$ cat src/rtl/crc_ahb_feeder.sv
// AHB-Lite master that streams a word buffer from memory into a CRC data register,
// then reads the CRC result back from the same register.
module crc_ahb_feeder #(
    parameter logic [31:0] CRC_BASE  = 32'h4002_3000,
    parameter logic [31:0] DR_OFFSET = 32'h0
) (
    input  logic        HCLK,
    input  logic        HRESETn,
    input  logic        start,
    input  logic [31:0] src_addr,
    input  logic [15:0] word_count,
    output logic        busy,
    output logic        done,
    output logic        error,
    output logic [31:0] crc_result,
    output logic [31:0] HADDR,
    output logic [1:0]  HTRANS,
    output logic        HWRITE,
    output logic [2:0]  HSIZE,
    output logic [2:0]  HBURST,
    output logic [3:0]  HPROT,
    output logic [31:0] HWDATA,
    input  logic [31:0] HRDATA,
    input  logic        HREADY,
    input  logic        HRESP
);

    localparam logic [31:0] DR_ADDR = CRC_BASE + DR_OFFSET;
    localparam logic [1:0]  TR_IDLE   = 2'b00;
    localparam logic [1:0]  TR_NONSEQ = 2'b10;

    typedef enum logic [2:0] {
        IDLE, RD_ADDR, RD_DATA, WR_ADDR, WR_DATA, RES_ADDR, RES_DATA, DONE
    } state_t;

    state_t      r_state;
    state_t      w_next;
    logic [31:0] r_ptr;
    logic [15:0] r_remain;
    logic [31:0] r_data;
    logic [31:0] r_haddr;
    logic [31:0] r_crc;
    logic        r_error;
    logic [31:0] w_src_aligned;
    logic        w_is_data;
    logic        w_data_ok;

    assign w_src_aligned = src_addr & 32'hFFFF_FFFC;
    assign w_is_data     = (r_state == RD_DATA) || (r_state == WR_DATA) || (r_state == RES_DATA);
    assign w_data_ok     = HREADY && !HRESP;

    // An error response ends the command as soon as its second (HREADY=1) cycle arrives.
    always_comb begin
        w_next = r_state;
        HTRANS = TR_IDLE;
        HWRITE = 1'b0;
        unique case (r_state)
            IDLE: begin
                if (start) w_next = (word_count == '0) ? RES_ADDR : RD_ADDR;
            end
            RD_ADDR: begin
                HTRANS = TR_NONSEQ;
                if (HREADY) w_next = RD_DATA;
            end
            RD_DATA: begin
                if (HREADY) w_next = HRESP ? DONE : WR_ADDR;
            end
            WR_ADDR: begin
                HTRANS = TR_NONSEQ;
                HWRITE = 1'b1;
                if (HREADY) w_next = WR_DATA;
            end
            WR_DATA: begin
                if (HREADY) begin
                    if (HRESP)                  w_next = DONE;
                    else if (r_remain > 16'd1)  w_next = RD_ADDR;
                    else                        w_next = RES_ADDR;
                end
            end
            RES_ADDR: begin
                HTRANS = TR_NONSEQ;
                if (HREADY) w_next = RES_DATA;
            end
            RES_DATA: begin
                if (HREADY) w_next = DONE;
            end
            DONE: begin
                w_next = IDLE;
            end
            default: begin
                w_next = IDLE;
            end
        endcase
    end

    // HADDR is loaded on the edge that enters an address state and held afterwards.
    always_ff @(posedge HCLK or negedge HRESETn) begin
        if (!HRESETn) begin
            r_state  <= IDLE;
            r_ptr    <= '0;
            r_remain <= '0;
            r_data   <= '0;
            r_haddr  <= '0;
            r_crc    <= '0;
            r_error  <= 1'b0;
        end else begin
            r_state <= w_next;
            if (w_is_data && HRESP) r_error <= 1'b1;
            unique case (r_state)
                IDLE: begin
                    if (start) begin
                        r_ptr    <= w_src_aligned;
                        r_remain <= word_count;
                        r_error  <= 1'b0;
                        r_crc    <= '0;
                        r_haddr  <= (word_count == '0) ? DR_ADDR : w_src_aligned;
                    end
                end
                RD_DATA: begin
                    if (w_data_ok) begin
                        r_data  <= HRDATA;
                        r_haddr <= DR_ADDR;
                    end
                end
                WR_DATA: begin
                    if (w_data_ok) begin
                        r_ptr    <= r_ptr + 32'd4;
                        r_remain <= r_remain - 16'd1;
                        r_haddr  <= (r_remain > 16'd1) ? (r_ptr + 32'd4) : DR_ADDR;
                    end
                end
                RES_DATA: begin
                    if (w_data_ok) r_crc <= HRDATA;
                end
                default: begin
                end
            endcase
        end
    end

    assign busy       = (r_state != IDLE);
    assign done       = (r_state == DONE);
    assign error      = r_error;
    assign crc_result = r_crc;
    assign HADDR      = r_haddr;
    assign HWDATA     = r_data;
    assign HSIZE      = 3'b010;
    assign HBURST     = 3'b000;
    assign HPROT      = 4'b0011;

endmodule

$ cat config.mk
export PLATFORM = sky130hd
export DESIGN_NAME = crc_ahb_feeder
export DESIGN_NICKNAME = d
export VERILOG_FILES = /design/src/rtl/crc_ahb_feeder.sv
export SDC_FILE = /design/constraint.sdc
export NUM_CORES = 1
export LEC_CHECK = 0
export ABC_AREA = 1
export CAP_MARGIN = 20
export CORE_ASPECT_RATIO = 0.9
export CORE_MARGIN = 8
export CORE_UTILIZATION = 45
export CTS_BUF_LIST = sky130_fd_sc_hd__clkbuf_4 sky130_fd_sc_hd__clkbuf_8 sky130_fd_sc_hd__clkbuf_16
export DETAILED_ROUTE_END_ITERATION = 10
export GPL_TIMING_DRIVEN = 0
export PLACE_DENSITY = 0.74
export SKIP_CTS_REPAIR_TIMING = 1
export SLEW_MARGIN = 10
export SYNTH_ARGS = -nofsm -noshare
export SYNTH_HDL_FRONTEND = slang
export SYNTH_SLANG_ARGS = --single-unit
$ cat constraint.sdc
create_clock -name HCLK -period 2.45 [get_ports HCLK]
set_input_delay 0.735 -clock HCLK [delete_from_list [all_inputs] [get_ports HCLK]]
set_output_delay 0.735 -clock HCLK [all_outputs]
set_load 0.02 [all_outputs]
After elaboration in Yosys (flattened, before gate mapping). Cells that the tools add are included. Widths: inputs -> output; s select.

Add/subtract/negate cells: 2. Mux-type cells: 32. Equal/unequal tests: 17. Reduce and logical (&&, ||, !) cells: 17. $lt $le $gt $ge: 1.

Operator list (number): $mux 32 (9); $pmux 32 s2 (2); $pmux 32 s3 (1); $mux 3 (11); $add 32x3->32 const B (1); $mux 16 (2); $pmux 16 s2 (1); $pmux 3 s8 (1); $ne 2x2->1 const B (10); $gt 16x1->1 const B (1); $logic_not 16->1 (1); $sub 16x1->16 const B (1); $eq 3x3->1 const B (4); $reduce_and 7->1 (1); $eq 3x2->1 const B (2); $reduce_and 3->1 (2); $reduce_bool 3->1 (2); $mux 1 (4); $reduce_and 4->1 (1); $reduce_bool 2->1 (2); $eq 3x1->1 const B (1); $logic_not 3->1 (1); $reduce_or 3->1 (1); $logic_and 1x1->1 (2); other kinds (4) (5).

Output and inout port bits: 112. Bits of input ports: 85. Register bits: 148. Word-level logic and storage cells: 76.

Logic depth before layout (Yosys ltp). Gate-level depths: netlist of the first run.

Depth after elaboration: 7. Gate-level depth with buffers: 12. Mapped depth without buffers: 11.

Worst setup path after synthesis of the first run. No wires, ideal clock.

Kind: input -> register. Start: input port HREADY. End: register r_haddr[14], in the netlist HADDR[14]. Setup slack: 656 ps. Library setup time: 117 ps. Data required time: 2333 ps. Arrival: 1677 ps. Path buffers: 1. Cell stages on the path: 10. Path through: inv_1 > nor2_1 > nand2_2 > inv_2 > nor2_4 > nor2_8 > buf_6 > nand2_1 > nor2_1 > nor2_1.

Longest elaborated chain between the ends: 3. Elaborated cells between the ends (all ways): 4. Classes of those cells: eq/ne (2); reduce/logical (2).

Ends and longest elaborated chain: start, declared (line 24) `input logic HREADY,`; $logic_and 1x1->1 (*) (line 50) `assign w_data_ok = HREADY && !HRESP;`; $ne 2x2->1 (no line); $reduce_and 4->1 (no line) (*); end signal, assigned (line 116) `r_haddr <= (word_count == '0) ? DR_ADDR : w_src_aligned;`; end signal, assigned (line 129) `r_haddr <= (r_remain > 16'd1) ? (r_ptr + 32'd4) : DR_ADDR;`; end, declared (line 41) `logic [31:0] r_haddr;`.

Every way passes the cells marked *; elsewhere a longest branch is shown, timed or not. A chain may end at the register's enable or synchronous reset.

Worst setup path after layout of the first run.
Start: register r_haddr[1], in the netlist HADDR[1]. End: output port HADDR[1].

RTL lines: end, declared (line 16) `output logic [31:0] HADDR,`.

No word-level cell between the ends.

==> results.md, run 1 <==
- The number of search-and-repair iterations in the first detailed-routing pass is 6.
- For this design the static power due to leakage is 5.11 nW.
- The number of logic stages on the critical path including buffering is 2.
- The dominant combinational cell family by area after synthesis is simple AND/OR/NAND/NOR gates.
- The die outline height is 142 µm.
- The internal power consumption is 7.74 mW.
- The TritonCTS clock tree is yes.
- The count of nets after finishing is 1390.
- The global-route wire length before repair is 44600 µm.
- The worst endpoint required time is 1.71 ns.
- The final hold violation count is 0.
- Along the worst path, the maximum fanout reaches 3.
- In this run the horizontal extent of the chip is 156 µm.
- The number of cells on the worst reg-to-reg path is 9.
- Summing every instance area after synthesis gives 0.00790 mm².
- The register share of total power is 0.303.
- Of the total synthesized cell area, the portion taken by AND, OR, NAND and NOR gates is 0.331.
- The number of antenna diodes in the final layout is 0.
- In this run, CTS created clock tree buffers numbering 17.
- The CTS H-tree depth is 4.
- Across the run, the number of max-cap violations was 0.
- The fraction of the yosys area taken by sequential cells is 0.459.
- Of the total synthesized cell area, the portion taken by full adders, half adders and majority gates is 0.00475.
- The slowest stage of the critical path belongs to the cell clkdlybuf4s50_1.
- The tightest min-delay check is of the input port to asynchronous set/reset pin type.
- The kind of start point of the critical path is a flop.
- Derived from the worst setup path, the maximum achievable clock frequency is 427 MHz.
- Counting I/O delays and the setup requirement, the final critical path takes 2.34 ns.
- Across the whole layout, storage elements account for 0.00363 mm².
- The residual DRC count is 0.
- Global routing finished with a remaining overflow of 0.
- In this run the power density over the cells is 1340 mW/mm².
- The number of enable-type register cells in the synthesized netlist is 0.
- Entering global routing, the biggest net connects 103 pins.
- The global placement routability congestion is 0.959.
- The number of synthesized register bits is 145.
- Summed over all nets, the switching power comes to 6.55 mW.
- The top cell types in the final layout, fill and taps aside, are nand2_1, clkdlybuf4s50_1, dfrtp_1.
- The clock slew seen by the registers of the worst setup and hold paths is 0.07 ns.
- The critical path's top delay family is buffers and inverters.
- Clock tree synthesis found a total of 145 sinks.
- The number of synthesis warnings is 0.
- For this block, the routed nets add up to 27900 µm of wire.
- The ratio of final minimum period to clock period is 0.957.
- For this run, asynchronously set or reset flops after synthesis account for 1.00.
- The clock network fraction of total power is 0.181.
- The final setup violation count is 0.
- The library cell used most frequently in the layout, excluding fill and tap cells, is nand2_1.
- Synthesis instantiated 34 different standard cells from the library.
- The via count of the first global-routing pass was 8401.
- Of the total synthesized cell area, the portion taken by XOR and XNOR cells is 0.00776.
- The number of standard-cell rows in the floorplan is 46.
- The die covers 0.0221 mm².
- The footprint of the multi-input gates is 0.00369 mm².
- The dominant synthesized flop cell is dfrtp_1.
- The total met3 wirelength after detailed routing is 3280 µm.
- Traced cell by cell, the critical path runs through buf_4 > clkdlybuf4s50_1.
- The synthesized area divided by synthesized cell count is 7.25 µm².
- After technology mapping, the gate count stands at 1090.
- The share of total power dissipated in combinational logic is 0.516.
- The run finished with clean final reports.
- The cell at the root of the clock tree is clkbuf_16.
- The number of ports placed on the die boundary is 197.
- The average vias per placed instance is 5.29.
- The share of the synthesized area in compound gates (AO/OA/AOI/OAI) is 0.118.
- The worst path buffer plus inverter count is 2.
- The initial core utilization is 0.453.
- The average detailed-routed wire length per instance is 18.0 µm.
- The count of filler cells inserted in the layout is 1625.
- In the final routing, the length of wire on met1 measures 11300 µm.
- The sum of negative setup slack is 0 ns.
- Of the post-synthesis cell area, the part taken by muxes is 0.
- The number of violations reported at the end of detailed-routing iteration 0 is 574.
- The area of the core is 0.0174 mm².
- The area added between synthesis and finish is 35.3%.
- The final total power is 14.3 mW.
- The largest buffer count on any clock path is 2.
- The initial antenna violation count came to 1.
- The clock reaches the later pin of the worst-skew pair after 0.43 ns.
- The number of nets with antenna violations after detailed routing is 0.
- The setup slack after placement is -0.318 ns.
- In this run the tightest slew margin relative to its limit is 0.503.
- The transition at the pin with the smallest max-transition slack is 0.746 ns.
- Of the total power, the share spent switching nets is 0.458.
- The overall via count from detail_route is 8228.
- The placed wire-length estimate after detailed placement is 20800 µm.
- Port buffering added 183 buffers.
- In the final layout, the share of cells above drive strength 1 is 0.0715.
- The max-slew violation count is 0.
- The largest vdd supply drop is 0.706 mV.
- The highest metal layer with signal wires is met5.
- On the worst path, the slowest cell contributes a delay of 0.60 ns.
- Across every metal layer, demand over resource in global routing totals 0.259.
- The wire length on met2 is 12600 µm.
- The kind of critical path is flop to output pin.
- Setup repair after global routing left no endpoint under its margin.
- For the final database, setup skew stands at 0.00944 ns.
- The worst path meets setup with 0.106 ns of slack.
- STA classifies the critical path endpoint as an output pin.
- Data on the critical path arrives at its endpoint at 1.61 ns.
-- cell usage after synthesis (2+ instances only) --
cell type | instances | share of area
nand2_1 | 333 | 0.16
dfrtp_1 | 145 | 0.46
nor2_1 | 143 | 0.068
nand3_1 | 111 | 0.070
o21ai_0 | 78 | 0.049
inv_1 | 72 | 0.034
a21oi_1 | 49 | 0.031
buf_2 | 21 | 0.013
clkbuf_1 | 20 | 0.0095
a22oi_1 | 18 | 0.017
nand4_1 | 18 | 0.014
buf_4 | 13 | 0.012
a31oi_1 | 8 | 0.0063
inv_2 | 7 | 0.0033
buf_1 | 6 | 0.0028
xor2_1 | 6 | 0.0066
nand2_2 | 5 | 0.0040
o211ai_1 | 5 | 0.0047
nor2_4 | 4 | 0.0057
nor3_1 | 4 | 0.0025
o22ai_1 | 4 | 0.0032
ha_1 | 3 | 0.0047
buf_6 | 2 | 0.0028
conb_1 | 2 | 0.00095
nor2_8 | 2 | 0.0051
o21ai_1 | 2 | 0.0013
o21bai_1 | 2 | 0.0019
-- cells by family (layout without fill, tap and decap cells) --
kind of cell	after synthesis	count (layout)
compound gates	169	169
flops	145	145
buf+inv	141	356
simple gates	623	623
xor+xnor	7	7
other cells	2	11
fa+ha+maj	3	3
-- path summary, 6_finish.rpt --
check / to / from / slack [ns]
hold / removal: r_remain[10] / HRESETn / 0.19
setup / recovery: HADDR[1] / HADDR[1] / 0.11
setup reg to reg: HADDR[9] / r_remain[0] / 0.20
hold reg to reg: HWDATA[31] / HWDATA[31] / 0.48
max in group asynchronous: HADDR[16] / HRESETn / 1.42
min in group HCLK: HWDATA[31] / HWDATA[31] / 0.48
-- layout make-up --
type | instances | share of cell area
Buffer | 62 | 0.0308
Inverter | 79 | 0.0277
Tap cell | 240 | 0.0281
Clock buffer | 17 | 0.0398
Sequential cell | 145 | 0.339
Multi-Input combinational cell | 813 | 0.345
Timing Repair Buffer | 184 | 0.175
Clock inverter | 14 | 0.0136
-- power groups by stage --
stage | Clock [mW] | Sequential (mW) | Combinational (mW)
2_1_floorplan | 0 | 4.99 | 3.60
3_3_place_gp | 0 | 4.31 | 7.23
3_5_place_dp | 0 | 4.31 | 7.35
4_1_cts | 2.61 | 4.30 | 7.37
5_1_grt | 2.71 | 4.46 | 8.12
6_report | 2.59 | 4.32 | 7.38
-- through the flow --
| step | hold WS [ns] | cells | area, µm² | utilization |
|---|---|---|---|---|
| 3_3_place_gp | 0.461 | 1522 | 10100 | 0.577 |
| 5_1_grt | 0.211 | 1554 | 10700 | 0.613 |
| 6_report | 0.190 | 1554 | 10700 | 0.613 |
| 4_1_cts | 0.199 | 1554 | 10700 | 0.612 |
| 2_1_floorplan | 0.439 | 1099 | 7940 | - |
| 3_5_place_dp | 0.464 | 1523 | 10100 | 0.579 |
-- layer usage --
metal	vias to the layer above	track usage
met2	369	0.406
met3	48	0.106
met5	-	0
met1	3865	0.314
li1	3944	-
met4	2	0.0995
-- registers in the layout, summed over array words and instances, names as in the netlist --
signal      count
crc_result     32
r_state         3
r_ptr          30
HADDR          31
r_remain       16
HWDATA         32
error           1
(Power assumes the default switching activity.)
==> run 2: changes to the inputs <==
--- a/config.mk
+++ b/config.mk
@@ -6,7 +6,6 @@
 export NUM_CORES = 1
 export LEC_CHECK = 0
 export ABC_AREA = 1
-export CAP_MARGIN = 20
 export CORE_ASPECT_RATIO = 0.9
 export CORE_MARGIN = 8
 export CORE_UTILIZATION = 45
==> results of run 2 <==
Same layout as run 1: the final DEF is identical, and so are final timing and power.
==> run 3: changes to the inputs <==
--- a/config.mk
+++ b/config.mk
@@ -8,11 +8,10 @@
 export ABC_AREA = 1
 export CORE_ASPECT_RATIO = 0.9
 export CORE_MARGIN = 8
-export CORE_UTILIZATION = 45
+export CORE_UTILIZATION = 30
 export CTS_BUF_LIST = sky130_fd_sc_hd__clkbuf_4 sky130_fd_sc_hd__clkbuf_8 sky130_fd_sc_hd__clkbuf_16
 export DETAILED_ROUTE_END_ITERATION = 10
 export GPL_TIMING_DRIVEN = 0
-export PLACE_DENSITY = 0.74
 export SKIP_CTS_REPAIR_TIMING = 1
 export SLEW_MARGIN = 10
 export SYNTH_ARGS = -nofsm -noshare
==> run 3 against run 2 <==
Count of clock-buffer cells in the layout is 1 higher. Non-clock buffer count unchanged. Worst hold slack gained 0.045 ns. Critical path type is now input port to flop. Largest cell class unchanged. Largest power group unchanged.
==> results.md, run 3 (synthesized netlist as in run 1, its figures left out) <==
- The clock slew seen by the registers of the worst setup and hold paths is 0.07 ns (about the same).
- The area added between synthesis and finish is 37.4% (was 35.3%).
- The critical path's top delay family is buffers and inverters (unchanged).
- The cell with the most instances on the worst path is nand2_1.
- The number of violations reported at the end of detailed-routing iteration 0 is 677 (was 574).
- The clock net sink count is 145 (unchanged).
- The overall via count from detail_route is 8082 (was 8228).
- The peak clock frequency supported by timing is 431 MHz (was 427 MHz).
- The CTS H-tree depth is 4 (unchanged).
- The setup slack after placement is -0.417 ns (was -0.318 ns).
- The wire length reported by the detailed router was 30800 µm (was 27900 µm).
- Status: complete, no violations (unchanged).
- The average detailed-routed wire length per instance is 18.5 µm (was 18.0 µm).
- The residual DRC count is 0 (unchanged).
- The number of placed cells counting well taps was 1631 (was 1523).
- The overall die area was 0.0318 mm² (was 0.0221 mm²).
- The worst-case headroom to the max-slew limit is 0.514 (was 0.503).
- The classification of the worst-slack hold path is input port to asynchronous set/reset pin (unchanged).
- The kind of end point of the critical path is a flop (was output pin).
- The initial antenna violation count is 3 (was 1).
- The number of logic stages on the critical path including buffering came to 10 (was 2).
- The initial core utilization came to 0.304 (was 0.453).
- The ratio of cells with drive above 1 in the final layout is 0.0722 (was 0.0715).
- The largest buffer count on any clock path is 2 (unchanged).
- The count of nets after finishing came to 1390 (unchanged).
- The maximum clock skew at final layout is 0.0132 ns (was 0.00944 ns).
- The sum of negative setup slack is 0 ns (unchanged).
- The number of max-capacitance violations reported came to 0 (unchanged).
- The average vias per placed instance came to 4.86 (was 5.29).
- The area of the core is 0.0260 mm² (was 0.0174 mm²).
- The total inserted antenna cells is 0 (unchanged).
- The leading cell type in the layout, fill and taps excluded is nand2_1 (unchanged).
- The source of the worst register-to-register timing path is r_state[1] (was r_remain[0]).
- The final setup violation count was 0 (unchanged).
- The largest net degree at the start of global routing was 80 (was 103).
- Worst-path cell chain: clkdlybuf4s50_1 > inv_1 > nor2_2 > nand2_2 > inv_2 > nor2_4 > nor2_8 > buf_2 > nand2_1 > nand2_1 (was buf_4 > clkdlybuf4s50_1).
- The port buffer count came to 183 (unchanged).
- The ratio of final minimum period to clock period is 0.947 (was 0.957).
- Commonest cells after routing, fill and taps aside: nand2_1, clkdlybuf4s50_1, dfrtp_1 (unchanged).
- The number of cell instances on the worst register-to-register path is 8 (was 9).
- The via count of the first global-routing pass is 8358 (was 8401).
- The worst path buffer plus inverter count is 4 (was 2).
- The setup slack on the worst flop-to-flop path was 0.25 ns (was 0.20 ns).
- The TritonCTS clock tree is yes (unchanged).
- The critical path arrival was 2.68 ns (was 1.61 ns).
- The clock period minus final worst setup slack is 2.32 ns (was 2.34 ns).
- The number of CTS-inserted buffers came to 17 (unchanged).
- The number of standard-cell rows in the floorplan is 56 (was 46).
- The final non-filler cell total was 1663 (was 1554).
- The worst-path cell with the longest stage delay is clkdlybuf4s50_1 (unchanged).
- The final hold violation count was 0 (unchanged).
- The highest fanout seen on the critical path was 10 (was 3).
- The total global-route track usage is 0.193 (was 0.259).
- The placed wire-length estimate after detailed placement is 23300 µm (was 20800 µm).
- The number of nets with antenna violations after detailed routing is 0 (unchanged).
- The largest stage delay on the critical path is 0.45 ns (was 0.60 ns).
- The number of search-and-repair iterations in the first detailed-routing pass was 5 (was 6).
- The count of filler cells inserted in the layout was 2694 (was 1625).
- The transition at the pin with the smallest max-transition slack is 0.724 ns (was 0.746 ns).
- The number of ports placed on the die boundary is 197 (unchanged).
- The max-slew violation count is 0 (unchanged).
- The horizontal die dimension is 187 µm (was 156 µm).
- The cell at the root of the clock tree is clkbuf_16 (unchanged).
- The worst endpoint required time came to 2.81 ns (was 1.71 ns).
- The global placement routability congestion is 0.924 (was 0.959).
- The power density over cell area was 1340 mW/mm² (about the same).
- The final worst-path setup slack is 0.131 ns (was 0.106 ns).
- The capture instance of the worst register-to-register path is HADDR[19] (was HADDR[9]).
- The kind of start point of the critical path is an input port (was flop).
- The largest vdd supply drop is 0.652 mV (was 0.706 mV).
- The total global routing overflow is 0 (unchanged).
- The kind of critical path is input port to flop (was flop to output pin).
- The clock insertion delay at the later pin of the skew report is 0.42 ns (was 0.43 ns).
- The global-route wire length before repair is 47900 µm (was 44600 µm).
- Setup repair after global routing missed its margin: false (unchanged).
- The static leakage is 5.13 nW (was 5.11 nW).
- The die outline height is 170 µm (was 142 µm).
-- run 3: cell type report --
class                      count  area [µm²]  area share
inverter                      79         297      0.0273
tap                          348         435      0.0401
multi-input combinational    813        3700       0.340
buffer                        62         329      0.0303
sequential                   145        3630       0.334
clock buffer                  18         433      0.0399
clock inverter                14         168      0.0154
timing repair buffer         184        1870       0.173
-- run 3: layer usage --
metal  GRT usage  share of wire
met2       0.309           0.45
met5           0         0.0015
met1       0.234           0.43
met3      0.0908           0.11
met4      0.0442          0.014
-- run 3: how the worst max path moves through the flow --
stage,startpoint,to
after floorplan,HREADY,HADDR[14]
after global placement,HRESETn,HWDATA[18]
final,HREADY,HADDR[11]
after CTS,r_state[2],busy
after global routing,word_count[0],HADDR[18]
after detailed placement,HREADY,HADDR[2]
-- run 3: metrics by stage --
step	hold slack (ns)	power, mW	instance area, µm²	util
after detailed placement	0.464	11.8	10200	0.394
after floorplan	0.439	8.59	7940	-
final	0.235	14.5	10900	0.418
after global placement	0.460	11.7	10200	0.393
after global routing	0.271	15.6	10900	0.418
after CTS	0.269	14.7	10800	0.417
-- run 3: worst reg2reg max path, cell delays in order (launching register included) --
cell	delay (ns)
dfrtp_1	0.36
buf_2	0.17
nor2_4	0.13
nand2_2	0.10
inv_2	0.10
buf_2	0.24
buf_1	0.58
nand4_1	0.25
a21oi_1	0.19
-- run 3: power by group --
part	leakage [nW]	internal (mW)	switching, mW
logic	3.05	2.82	4.64
registers	1.78	3.49	0.840
clock network	0.296	1.56	1.21
==> edit 1, RTL diff (config.mk and constraints of run 1) <==
Encoding of `state_t`: now one-hot (8 bits for 8 states).
--- a/src/rtl/crc_ahb_feeder.sv
+++ b/src/rtl/crc_ahb_feeder.sv
@@ -29,8 +29,8 @@
     localparam logic [1:0]  TR_IDLE   = 2'b00;
     localparam logic [1:0]  TR_NONSEQ = 2'b10;
 
-    typedef enum logic [2:0] {
-        IDLE, RD_ADDR, RD_DATA, WR_ADDR, WR_DATA, RES_ADDR, RES_DATA, DONE
+    typedef enum logic [7:0] {
+        IDLE = 8'b00000001, RD_ADDR = 8'b00000010, RD_DATA = 8'b00000100, WR_ADDR = 8'b00001000, WR_DATA = 8'b00010000, RES_ADDR = 8'b00100000, RES_DATA = 8'b01000000, DONE = 8'b10000000
     } state_t;
 
     state_t      r_state;
Function: no difference found for any inputs over 4 cycles, from zero or initial values and one cycle with HRESETn low; so few cycles prove little.
==> edit 1 against run 1 <==
Setup slack got worse by 0.011 ns. Worst hold slack improved by 0.022 ns. Synthesized area increased by 4.3%. Routed wire length increased by 1.6%. Total power decreased by 7.9%. Final area increased by 4.0%. Global-route usage decreased by 0.89 points. Die area increased by 3.9%. Combinational power decreased by 17%. Count of clock-buffer cells in the layout unchanged. Critical path depth increased by 4. Sequential cell count increased by 5. Largest power group unchanged.
==> edit 1: results (changes against run 1) <==
Outcome
  • Status: complete, no violations (unchanged)

Layout
  • Area of the multi-input gates: 3790 um^2 (was 3690 um^2)
  • Inverters: 109 (was 79)
  • Seq area share: 0.338 (was 0.339)
  • Clk cell area share: 0.0590 (was 0.0534)
  • Nonclk buf count: 243 (was 246)
  • Final Non-Filler Cells: 1,622 (was 1,554)

STA
  • Max Clock Skew: 0.00985 ns (was 0.00944 ns)

Global route
  • GRT Util Overall: 0.250 (was 0.259)
  • Initial antenna violation count: 0 (was 1)
  • First-pass GRT wire length: 44,000 um (was 44,600 um)
  • Met2 Use GR: 0.380 (was 0.406)
  • Met1 Track Usage GR: 0.328 (was 0.314)

Power
  • Comb power: 6.14 mW (was 7.38 mW)
  • P per Cell Area: 1180 nW/um^2 (was 1340 nW/um^2)
  • Seq pwr: 4.12 mW (was 4.32 mW)

Worst setup path
  • Slowest stage delay, CP: 0.39 ns (was 0.60 ns)
  • Crit-path leading delay family: simple AND/OR/NAND/NOR gates (was buffers and inverters)
  • Flop-to-flop setup slack: 0.18 ns (was 0.20 ns)
  • Capture point of the worst reg-to-reg path: HADDR[16]$_DFFE_PN0P_ (was HADDR[9]$_DFFE_PN0P_)
  • CP startpoint: r_state[6]$_DFFE_PN0P_ (was HADDR[1]$_DFFE_PN0P_)
  • Worst setup path endpoint: HTRANS[1] (was HADDR[1])
  • CP max FO: 7 (was 3)
  • R2R cell count: 12 (was 9)

Yosys
  • Post-Syn Instances: 1,151 (was 1,090)
  • Seq cells post-synth: 150 (was 145)
  • Post-synthesis sequential area ratio: 0.455 (was 0.459)
  • Largest cells by area after synthesis: dfrtp_1, nand2_1, nor2_1 (was dfrtp_1, nand2_1, nand3_1)
  • Distinct cells, synth: 38 (was 34)

Route
  • DRT iter0 DRCs: 826 (was 574)
  • Met3 routed WL: 3010 um (was 3280 um)

Place
  • Final Wtd Congestion: 0.973 (was 0.959)
-- edit 1: cell types whose count changed in the layout (fill, tap and decap cells not counted), moves of 7 or more --
cell	run 1	this run
a22oi_1	18	7
nor2_1	142	159
nand3_1	111	104
a31oi_1	8	1
inv_1	72	102
a21oi_1	49	64
buf_4	13	22
o21ai_0	77	89
-- edit 1: cell families (layout without fill, tap and decap cells) --
| kind of cell | after synthesis | in the layout | share of synthesized area |
|---|---|---|---|
| AO/OA/AOI/OAI | 182 | 182 | 0.118 |
| XOR/XNOR | 9 | 9 | 0.00956 |
| adder cells (fa/ha/maj) | 3 | 3 | 0.00455 |
| buffers and inverters | 167 | 384 | 0.0918 |
| flip-flops | 150 | 150 | 0.455 |
| multiplexers | 1 | 1 | 0.00121 |
| other | 2 | 11 | 0.000911 |
| AND/OR/NAND/NOR | 637 | 637 | 0.319 |
==> edit 2, RTL diff (config.mk and constraints of run 1) <==
Without the edit above. Reset style: synchronous (`HRESETn`), changed in one clocked block.
--- a/src/rtl/crc_ahb_feeder.sv
+++ b/src/rtl/crc_ahb_feeder.sv
@@ -94,7 +94,7 @@
     end
 
     // HADDR is loaded on the edge that enters an address state and held afterwards.
-    always_ff @(posedge HCLK or negedge HRESETn) begin
+    always_ff @(posedge HCLK) begin
         if (!HRESETn) begin
             r_state  <= IDLE;
             r_ptr    <= '0;
Function: differs if HRESETn is asserted again (counterexample within 4 cycles, from zero or initial values and one cycle with HRESETn low); with HRESETn held inactive, the same outputs for 4 cycles.
==> edit 2 against run 1 <==
Combinational power shrank 17%. Setup slack lost 0.089 ns. Routed wire length grew 2.2%. Total power shrank 14%. Synthesized area shrank 5.6%. Sequential cell count is the same. Highest routed layer is now met4. Global-route usage grew 0.86 points. First-iteration DRC count grew 39%. Worst hold slack gained 0.28 ns. Largest power group unchanged. Largest cell class unchanged. Final area shrank 4.4%. Clock power grew 6%.
==> edit 2: results (changes against run 1) <==
Layout
  • Layout cells sized above 1: 0.0746 (was 0.0715)
  • NumNets Final: 1,416 (was 1,390)
  • Final Non-Filler Cells: 1,548 (was 1,554)

Worst setup path
  • WP data arrival: 2.74 ns (was 1.61 ns)
  • Slowest stage delay, CP: 0.50 ns (was 0.60 ns)
  • CP max FO: 10 (was 3)
  • Crit-path leading delay family: buffers and inverters (unchanged)

Global route
  • Vias in the first global route: 7,759 (was 8,401)
  • Initial antenna violation count: 0 (was 1)
  • First-pass GRT wire length: 43,800 um (was 44,600 um)
  • GRT Util Overall: 0.268 (was 0.259)

Yosys
  • Distinct cells, synth: 40 (was 34)
  • Syn Area/Cell: 6.68 um^2 (was 7.25 um^2)
  • Synth async-reset ratio: 0 (was 1.00)
  • Post-synth top flop: dfxtp_1 (was dfrtp_1)
  • Post-synthesis sequential area ratio: 0.389 (was 0.459)
  • Commonest cells post-synth: nand2_1, nor2_1, dfxtp_1 (was nand2_1, dfrtp_1, nor2_1)
  • Largest cells by area after synthesis: dfxtp_1, nand2_1, nor2_1 (was dfrtp_1, nand2_1, nand3_1)

CTS
  • Clock root cell: clkbuf_16 (unchanged)
  • Clock-pin slew on the worst setup and hold paths: 0.06 ns

Route
  • WL met1: 12,200 um (was 11,300 um)
  • Detail Route met2 WL: 12,900 um (was 12,600 um)
  • Drt wl/cell: 18.5 um (was 18.0 um)
  • Highest routed layer: met4 (was met5)
  • DRT iter0 DRCs: 797 (was 574)
  • Met3 routed WL: 2780 um (was 3280 um)
  • Total vias in the final route: 8,490 (was 8,228)

Outcome
  • Status: complete, no violations (unchanged)

Place
  • HPWL after DPL: 21,700 um (was 20,800 um)
  • Pre-CTS setup slack: -0.382 ns (was -0.318 ns)
  • Final Wtd Congestion: 0.979 (was 0.959)
  • DP Area: 9580 um^2 (was 10,100 um^2)

Power
  • Lkg Pwr: 4.09 nW (was 5.11 nW)

STA
  • Max Clock Skew: 0.0117 ns (was 0.00944 ns)
[edit 2: cell count changes after synthesis, sizes merged, moves of 18 or more]
cell    before  now
nand3b       1   32
nand3      111   77
nor2       149  192
dfrtp      145    0
dfxtp        0  145
o21ai       81  123
a22oi       18    0
nand2      339  194
a21oi       49  127
[edit 2: kinds of logic (layout without fill, tap and decap cells)]
family / Yosys count / in the layout / share of synthesized area
compound gates: 279 / 279 / 0.200
xor+xnor: 8 / 8 / 0.00939
fa+ha+maj: 3 / 3 / 0.00503
buf+inv: 164 / 379 / 0.0966
flops: 145 / 145 / 0.389
other cells: 2 / 11 / 0.00101
simple gates: 516 / 516 / 0.298
[edit 2: layout make-up]
cell class	instances	area (um^2)
Inverter	88	330
Fill cell	1563	5970
Tap cell	207	259
Clock inverter	14	181
Buffer	76	393
Clock buffer	18	433
Sequential cell	145	2900
Multi-Input combinational cell	817	3880
Timing Repair Buffer	183	1840
[edit 2: metal layers]
layer  up-vias  GRT usage
li1       4092          -
met1      3952      0.360
met2       395      0.416
met3        51     0.0587
met4         0     0.0814
met5         -          0
[edit 2: worst paths after layout]
kind | cells after the start | endpoint | slack (ns) | start
min reg2reg | 2 | r_remain[11]$_SDFFE_PN0P_ | 0.47 | r_remain[11]$_SDFFE_PN0P_
min | 2 | r_remain[11]$_SDFFE_PN0P_ | 0.47 | r_remain[11]$_SDFFE_PN0P_
max | 10 | HADDR[29]$_SDFFE_PN0P_ | 0.02 | HRESP
max reg2reg | 8 | HADDR[18]$_SDFFE_PN0P_ | 0.27 | r_ptr[2]$_SDFFE_PN0P_
[edit 2: report_power, final]
part           total (mW)  switching (mW)  internal [mW]
combinational        6.12            3.96           2.16
sequential           3.42           0.479           2.94
clock                2.75            1.12           1.63
total                12.3            5.56           6.73
